## src/rtl/calc_pkg.sv

```systemverilog
// Shared types and default widths for the chained accumulator calculator.
package calc_pkg;

  localparam int OPW_DEF  = 8;
  localparam int ACCW_DEF = 32;
  localparam int DBNC_DEF = 1000000;

  typedef enum logic [2:0] {
    OP_ADD = 3'b000,
    OP_SUB = 3'b001,
    OP_MUL = 3'b010,
    OP_DIV = 3'b011,
    OP_MOD = 3'b100,
    OP_SQR = 3'b101,
    OP_CLR = 3'b110,
    OP_NOP = 3'b111
  } func_e;

  typedef enum logic [1:0] {
    S_IDLE,
    S_DIV,
    S_DONE
  } state_e;

endpackage

```

## src/rtl/calc_seq_div.sv

```systemverilog
// Restoring radix-2 unsigned divider, one quotient bit per cycle.
module calc_seq_div #(
  parameter int W = 32
) (
  input  logic         clk,
  input  logic         rst_n,
  input  logic         start,
  input  logic [W-1:0] dividend,
  input  logic [W-1:0] divisor,
  output logic         busy,
  output logic         valid,
  output logic [W-1:0] quotient,
  output logic [W-1:0] remainder
);

  localparam int CW = $clog2(W + 1);

  logic [W-1:0]  rem_q;
  logic [W-1:0]  quo_q;
  logic [W-1:0]  dsr_q;
  logic [CW-1:0] cnt;

  function automatic logic [2*W-1:0] step(
    input logic [W-1:0] r,
    input logic [W-1:0] q,
    input logic [W-1:0] d
  );
    logic [W:0] t;
    t = {r, q[W-1]};
    if (t >= {1'b0, d}) begin
      t = t - {1'b0, d};
      return {t[W-1:0], q[W-2:0], 1'b1};
    end
    return {t[W-1:0], q[W-2:0], 1'b0};
  endfunction

  // First iteration happens on the start edge so valid lands W cycles later.
  always_ff @(posedge clk) begin
    if (!rst_n) begin
      rem_q <= '0;
      quo_q <= '0;
      dsr_q <= '0;
      cnt   <= '0;
      valid <= 1'b0;
    end else begin
      valid <= 1'b0;
      if (start) begin
        {rem_q, quo_q} <= step('0, dividend, divisor);
        dsr_q          <= divisor;
        cnt            <= CW'(W - 1);
      end else if (cnt != '0) begin
        {rem_q, quo_q} <= step(rem_q, quo_q, dsr_q);
        cnt            <= cnt - CW'(1);
        if (cnt == CW'(1)) valid <= 1'b1;
      end
    end
  end

  assign busy      = (cnt != '0);
  assign quotient  = quo_q;
  assign remainder = rem_q;

endmodule

```

## src/rtl/calc_accum_seq.sv

```systemverilog
// Chained accumulator calculator: debounced execute button, ALU and
// multi-cycle divider with busy/done/divide-by-zero status.
module calc_accum_seq
  import calc_pkg::*;
#(
  parameter int OPW         = OPW_DEF,
  parameter int ACCW        = ACCW_DEF,
  parameter int DBNC_CYCLES = DBNC_DEF
) (
  input  logic            clk,
  input  logic            rst_n,
  input  logic            button,
  input  logic [2:0]      func,
  input  logic [OPW-1:0]  num1,
  input  logic [OPW-1:0]  num2,
  output logic [ACCW-1:0] cal_result,
  output logic            busy,
  output logic            done,
  output logic            err_div0,
  output logic            chained
);

  localparam int CW = $clog2(DBNC_CYCLES + 1);

  logic          sync1;
  logic          sync2;
  logic          level;
  logic          trig;
  logic [CW-1:0] dcnt;

  always_ff @(posedge clk) begin
    if (!rst_n) begin
      sync1 <= 1'b0;
      sync2 <= 1'b0;
      level <= 1'b0;
      trig  <= 1'b0;
      dcnt  <= '0;
    end else begin
      sync1 <= button;
      sync2 <= sync1;
      trig  <= 1'b0;
      if (sync2 != level) begin
        if (dcnt == CW'(DBNC_CYCLES - 1)) begin
          level <= sync2;
          dcnt  <= '0;
          trig  <= sync2;
        end else begin
          dcnt <= dcnt + CW'(1);
        end
      end else begin
        dcnt <= '0;
      end
    end
  end

  func_e           op;
  state_e          state;
  logic [ACCW-1:0] op_a;
  logic [ACCW-1:0] op_b;
  logic [ACCW-1:0] alu_res;
  logic            b_zero;
  logic            is_mod;
  logic            div_start;
  logic            div_busy;
  logic            div_valid;
  logic [ACCW-1:0] div_quo;
  logic [ACCW-1:0] div_rem;

  assign op     = func_e'(func);
  assign op_a   = chained ? cal_result : ACCW'(num1);
  assign op_b   = ACCW'(num2);
  assign b_zero = (op_b == '0);

  always_comb begin
    alu_res = '0;
    case (op)
      OP_ADD:  alu_res = op_a + op_b;
      OP_SUB:  alu_res = op_a - op_b;
      OP_MUL:  alu_res = op_a * op_b;
      OP_SQR:  alu_res = op_a * op_a;
      default: alu_res = '0;
    endcase
  end

  assign div_start = (state == S_IDLE) && trig && !div_busy
                   && (op == OP_DIV || op == OP_MOD) && !b_zero;

  calc_seq_div #(.W(ACCW)) u_div (
    .clk       (clk),
    .rst_n     (rst_n),
    .start     (div_start),
    .dividend  (op_a),
    .divisor   (op_b),
    .busy      (div_busy),
    .valid     (div_valid),
    .quotient  (div_quo),
    .remainder (div_rem)
  );

  always_ff @(posedge clk) begin
    if (!rst_n) begin
      state      <= S_IDLE;
      cal_result <= '0;
      busy       <= 1'b0;
      done       <= 1'b0;
      err_div0   <= 1'b0;
      chained    <= 1'b0;
      is_mod     <= 1'b0;
    end else begin
      done <= 1'b0;
      case (state)
        S_IDLE: begin
          if (trig && !div_busy) begin
            unique case (op)
              OP_ADD, OP_SUB, OP_MUL, OP_SQR: begin
                cal_result <= alu_res;
                chained    <= 1'b1;
                err_div0   <= 1'b0;
                done       <= 1'b1;
              end
              OP_CLR: begin
                cal_result <= '0;
                chained    <= 1'b0;
                err_div0   <= 1'b0;
                done       <= 1'b1;
              end
              OP_DIV, OP_MOD: begin
                if (b_zero) begin
                  err_div0 <= 1'b1;
                  done     <= 1'b1;
                end else begin
                  busy   <= 1'b1;
                  is_mod <= (op == OP_MOD);
                  state  <= S_DIV;
                end
              end
              OP_NOP: ;
            endcase
          end
        end
        S_DIV: begin
          if (div_valid) begin
            cal_result <= is_mod ? div_rem : div_quo;
            chained    <= 1'b1;
            err_div0   <= 1'b0;
            busy       <= 1'b0;
            done       <= 1'b1;
            state      <= S_DONE;
          end
        end
        S_DONE:  state <= S_IDLE;
        default: state <= S_IDLE;
      endcase
    end
  end

endmodule

```

## config.mk

```make
export PLATFORM = sky130hd
export DESIGN_NAME = calc_accum_seq
export DESIGN_NICKNAME = d
export VERILOG_FILES = /design/src/rtl/calc_pkg.sv /design/src/rtl/calc_seq_div.sv /design/src/rtl/calc_accum_seq.sv
export SDC_FILE = /design/constraint.sdc
export NUM_CORES = 2
export LEC_CHECK = 0
export ABC_AREA = 1
export ABC_CLOCK_PERIOD_IN_PS = 7200
export CAP_MARGIN = 20
export CORE_MARGIN = 2
export CORE_UTILIZATION = 45
export DETAILED_ROUTE_END_ITERATION = 8
export GPL_ROUTABILITY_DRIVEN = 0
export PLACE_DENSITY = 0.6
export REMOVE_ABC_BUFFERS = 1
export SYNTH_ARGS = -nofsm -noshare
export SYNTH_HDL_FRONTEND = slang
export SYNTH_HIERARCHICAL = 1
export SYNTH_SLANG_ARGS = --single-unit
export TNS_END_PERCENT = 100
```

## constraint.sdc

```tcl
create_clock -name clk -period 7.2 [get_ports clk]
set_clock_uncertainty 0.05 [all_clocks]
set_input_delay 0.72 -clock clk [delete_from_list [all_inputs] [get_ports clk]]
set_output_delay 0.72 -clock clk [all_outputs]
set_load 0.01 [all_outputs]
```

# == After elaboration in Yosys (flattened, before gate mapping) ==
# Index checks and enable logic that the tools add are counted.
# word_totals
register_bits,142
latchBits,0
ram_bits,0
mem_bits_ro,0
input_bits,22
wordCells,126
mem_count,0
# op_classes
add_sub_neg,6
n_mul,2
n_div,0
n_lt_le_gt_ge,2
eq_ne,17
n_shift,0
muxes,50
bitwise,4
reduce_logical,27
# op_table
op,n
two-way mux 32 bit,10
two-way mux 64 bit,4
one-hot mux 32 bit (2 select lines),2
one-hot mux 32 bit (4 select lines),1
subtractor 32 x 8 -> 32 bit,2
greater-or-equal comparator 33 x 8 -> 1 bit,1
adder 32 x 8 -> 32 bit,1
zero test 32 bit,1
multiplier 32 x 32 -> 32 bit,1
multiplier 32 x 8 -> 32 bit,1
"adder 20 x 1 -> 20 bit, second input constant",1
"equality test 20 bit, second input constant",1
two-way mux 1 bit,19
one-hot mux 1 bit (2 select lines),7
AND reduction 4 bit,3
two-way mux 5 bit,2
AND reduction 5 bit,2
"equality test 3 bit, second input constant",3
subtractor 1 x 8 -> 9 bit,1
greater-or-equal comparator 1 x 8 -> 1 bit,1
two-way mux 2 bit,4
"equality test 3 x 2 -> 1 bit, second input constant",2
"equality test 6 x 1 -> 1 bit, second input constant",1
"inequality test 2 x 1 -> 1 bit, second input constant",3
other kinds (23),34

# == Logic depth before layout (Yosys ltp) ==
# logic_depth
word_depth,10
mapped_depth,39

# == Modules after synthesis ==
# The synthesis kept the hierarchy.
# modules_own_cells
mod,instances,cells_each,area_each_um2,seq_area_each_um2
calc_accum_seq,1,3443,25649.6,1261.2
calc_seq_div,1,1166,7375.8,2062.0

# == Worst setup path before layout ==
# OpenSTA, ideal clock, no wires.
# synth_path
kind,flip-flop to flip-flop
start,register chained
end,register cal_result[26]
arrival_ns,7.282
setup_slack_ns,-0.252
stages_incl_launch_ff,32
n_path_buf,3
synth_period_minus_slack_ns,7.452
path_cell_list,dfxtp_1 buf_4 buf_4 clkbuf_1 nand2_1 clkinv_1 nand2_1 fa_1 inv_1 fa_1 inv_1 fa_1 fa_1 inv_1 fa_1 inv_1 fa_1 inv_1 fa_1 fa_1 ha_1 nand2_1 nor4_1 nand4_1 nand3_1 a21oi_1 o21ai_0 a21oi_1 o21ai_0 nand3_1 nand2_1 a21oi_1
# synth_between
elab_chain_len,6
elab_cells_between_ends,9
# synth_lines
item,line_no,source
from (decl),calc_accum_seq.sv:20,output logic chained
from (signal assigned),calc_accum_seq.sv:107,chained <= 1'b0;
from (signal assigned),calc_accum_seq.sv:117,chained <= 1'b1;
from (signal assigned),calc_accum_seq.sv:123,chained <= 1'b0;
two-way mux 32 bit *,calc_accum_seq.sv:70,assign op_a = chained ? cal_result : ACCW'(num1);
named net op_a[16],calc_accum_seq.sv:58,logic [ACCW-1:0] op_a;
multiplier 32 x 32 -> 32 bit (tied with other cells),calc_accum_seq.sv:80,OP_SQR: alu_res = op_a * op_a;
one-hot mux 32 bit (4 select lines) *,calc_accum_seq.sv:76,case (op)
one-hot mux 32 bit (2 select lines) *,calc_accum_seq.sv:114,unique case (op)
two-way mux 32 bit *,calc_accum_seq.sv:113,if (trig && !div_busy) begin
one-hot mux 32 bit (2 select lines) *,calc_accum_seq.sv:111,case (state)
to (signal assigned),calc_accum_seq.sv:116,cal_result <= alu_res;
to (signal assigned),calc_accum_seq.sv:143,cal_result <= is_mod ? div_rem : div_quo;
to (decl),calc_accum_seq.sv:16,"output logic [ACCW-1:0] cal_result,"
# Mark *: on every way through the listed nets, which the timed path passes. The rest lies on a longest branch. The select of a mux whose other input is x is not followed.
# A chain may end at the register's enable or synchronous reset.

# == Final worst setup path ==
# layout_path
start,register chained
end,register cal_result[30]
# The elaborated chain is that of the path after synthesis.

==> out/metrics.yaml <==
status:
  status: "finished, violations left"
  violations: "negative setup slack"
run:
  drv_cap: 0
clock_tree:
  cts_tree: "yes"
  cts_made_buffers: 17
  clockRootBuffer: "clkbuf_16"
  h-tree-depth: 4
  clk_path_buf_depth: 2
  path_clk_slew_ps: 90
  clkLatencyLatePin_ps: 480
  clock-sinks: 166
sta:
  min_period_ps: 7240
  hold_violations: 0
  maxSlewViolCount: 0
  timing.hold.ws_ps: 387
  setup_violations: 1
  grt_setup_unrepaired: "yes"
  worstMarginPinSlew_ps: 1210
  setup_slack_ps: -38.4
  slew_headroom: 0.189
  fin_setup_tns_ps: -38.4
  fmax_ghz: 0.138
  fin_crit_sh: 1.01
worst_setup_path:
  start_kind: "register"
  slowest_stage: "fa_1"
  critPathKind: "reg2reg"
  cp_slowest_stage_delay_ps: 590
  cp.required_ps: 7510
  rr_worst_depth: 29
  worstPathMaxFanout: 4
  end_kind: "register"
  worstPathArrival_ps: 7550
  cpMostUsedCell: "fa_1"
synth:
  syn_inst: 4609
  synth_area_per_cell_sq_um: 7.17
  ys_ff_latch: 166
  syn_area_sq_mm: 0.0330
  yosysWarnings: 6
  synth_cell_types: 58
  synth-edff-count: 0
  synthArstFlopShare: 0
  ys.flop_type: "dfxtp_1"
  synth_seq_area_share: 0.101
global_routing:
  grt_pass1_vias: 32000
  grt_max_degree: 66
  grtUsageTotal: 0.309
  antenna_found_initial: 1
  grt_pass1_wl_um: 179000
  grt-ovfl-total: 0
cells_and_area:
  fin_nets: 5773
  syn2layout_area_growth_pct: 19.1
  utilization: 0.540
  drive_above_1_share: 0.149
  instances_no_fill: 5962
  fin_area_sq_mm: 0.0393
  n_fill_cell: 7193
  n_antenna_cell: 0
power:
  leakagePower_nw: 19.4
  total_power_mw: 6.27
  p_per_area_mw_per_mm2: 160
  ir_drop_mv: 0.209
floorplan:
  core-area_sq_mm: 0.0728
  die_h_um: 275
  dieWidth_um: 275
  dieArea_sq_mm: 0.0756
  num_rows: 99
  pin_count: 58
  start_util: 0.453
route:
  post_drt_via_cell_ratio: 5.27
  avgRoutedWirePerCell_um: 19.0
  first_iter_violations: 2311
  first_pass_iters: 8
  drcViolationCount: 0
  vias: 31400
  wirelength_um: 114000
  ant_nets: 0
place:
  dpl_cell_area_sq_mm: 0.0372
  place_inst: 5904
  port_buffers: 57
  hpwlAfterDp_um: 93300
  pre_cts_ws_ps: -520
worst_hold_path:
  hold_path.class: "reg2reg"
  whs_path_depth: 2
==> area by class of cell <==
class / instances / area (sq um) / share of cell area
Sequential cell: 166 / 3340 / 0.0848
Timing Repair Buffer: 462 / 3860 / 0.0983
Clock buffer: 17 / 425 / 0.0108
Inverter: 959 / 3610 / 0.0919
Tap cell: 959 / 1200 / 0.0305
Clock inverter: 15 / 231 / 0.00589
Multi-Input combinational cell: 3384 / 26600 / 0.678
==> cell usage after synthesis (20+ instances only) <==
library cell | instances | share of area
clkbuf_1 | 102 | 0.012
a31oi_1 | 42 | 0.0080
fa_1 | 522 | 0.32
xnor2_1 | 31 | 0.0082
nor3_1 | 31 | 0.0047
inv_1 | 919 | 0.10
o21ai_0 | 240 | 0.036
xor2_1 | 34 | 0.0090
dfxtp_1 | 166 | 0.10
inv_2 | 20 | 0.0023
nand4_1 | 32 | 0.0061
nand2_1 | 962 | 0.11
nand3_1 | 175 | 0.027
ha_1 | 239 | 0.091
nand3b_1 | 27 | 0.0061
clkinv_1 | 20 | 0.0023
nor2_1 | 516 | 0.059
a21oi_1 | 287 | 0.043
==> kinds of logic (layout without fill, tap and decap cells) <==
kind of cell	Yosys count	count (layout)	share of synthesized area
buffers and inverters	1106	1453	0.129
DFF	166	166	0.101
adders and majority gates	761	761	0.407
AOI/OAI and AO/OA	681	681	0.115
and+or+nand+nor	1829	1829	0.231
xor gates and xnor gates	65	65	0.0172
other	1	48	0.000114
==> report_power, final <==
group / leakage [nW] / internal (mW) / switching (mW)
registers: 1.35 / 1.02 / 0.117
clock network: 0.316 / 0.540 / 0.509
logic: 17.7 / 1.46 / 2.62
total: 19.4 / 3.03 / 3.25
==> flip-flops by register name (all words and copies together), names as in the netlist, 2 cells and up <==
signal / flops
u_div/dsr_q: 32
state: 2
cal_result: 32
dcnt: 20
u_div/cnt: 6
u_div/remainder: 32
u_div/quotient: 32
==> layout by cell type (no fill, tap or decap), types with 16 or more instances in the layout <==
master           Yosys  layout
a21o_1              16      16
a21oi_1            287     267
a21oi_2             15      27
a31oi_1             42      40
buf_4                4     372
buf_6               11      17
clkbuf_16            0      17
clkdlybuf4s50_1      0      56
clkinv_1            20      19
conb_1               1      48
dfxtp_1            166     160
fa_1               522     499
fa_2                 0      23
ha_1               239     219
ha_4                 0      20
inv_1              919     904
inv_2               20      31
nand2_1            962     930
nand2_2             18      35
nand2_4              5      17
nand3_1            175     167
nand3b_1            27      27
nand4_1             32      32
nor2_1             516     458
nor2_2               8      51
nor2_4               6      21
nor3_1              31      30
o21ai_0            240     222
o21bai_1            17      16
xnor2_1             31      30
xor2_1              34      33
==> per-layer routing <==
metal | wire length [um] | vias up | GRT usage
li1 | - | 14900 | -
met1 | 46800 | 15200 | 0.395
met2 | 53500 | 1045 | 0.521
met3 | 7490 | 246 | 0.0441
met4 | 5720 | 0 | 0.133
met5 | 0 | - | 0
==> repair_timing <==
item / CTS / global route
pin swaps: 28 / 93
setup endpoints to repair: 19 / 19
hold buffers: 0 / 0
buffers inserted: 4 / 24
gates resized for setup: 104 / 202
cloned: 1 / 0
==> path summary, 6_finish.rpt <==
path,startpoint,to,slack (ps)
min reg2reg,sync1,sync2,390
max,chained,cal_result[30],-40
min,sync1,sync2,390
max reg2reg,chained,cal_result[30],-40
==> critical path: cells and delay by family (launching register included) <==
| family | cells | cell delay (ps) |
|---|---|---|
| adders and majority gates | 9 | 4320 |
| AOI/OAI and AO/OA | 3 | 250 |
| DFF | 1 | 380 |
| and+or+nand+nor | 10 | 1140 |
| buffers and inverters | 7 | 940 |
(Power assumes the default switching activity.)
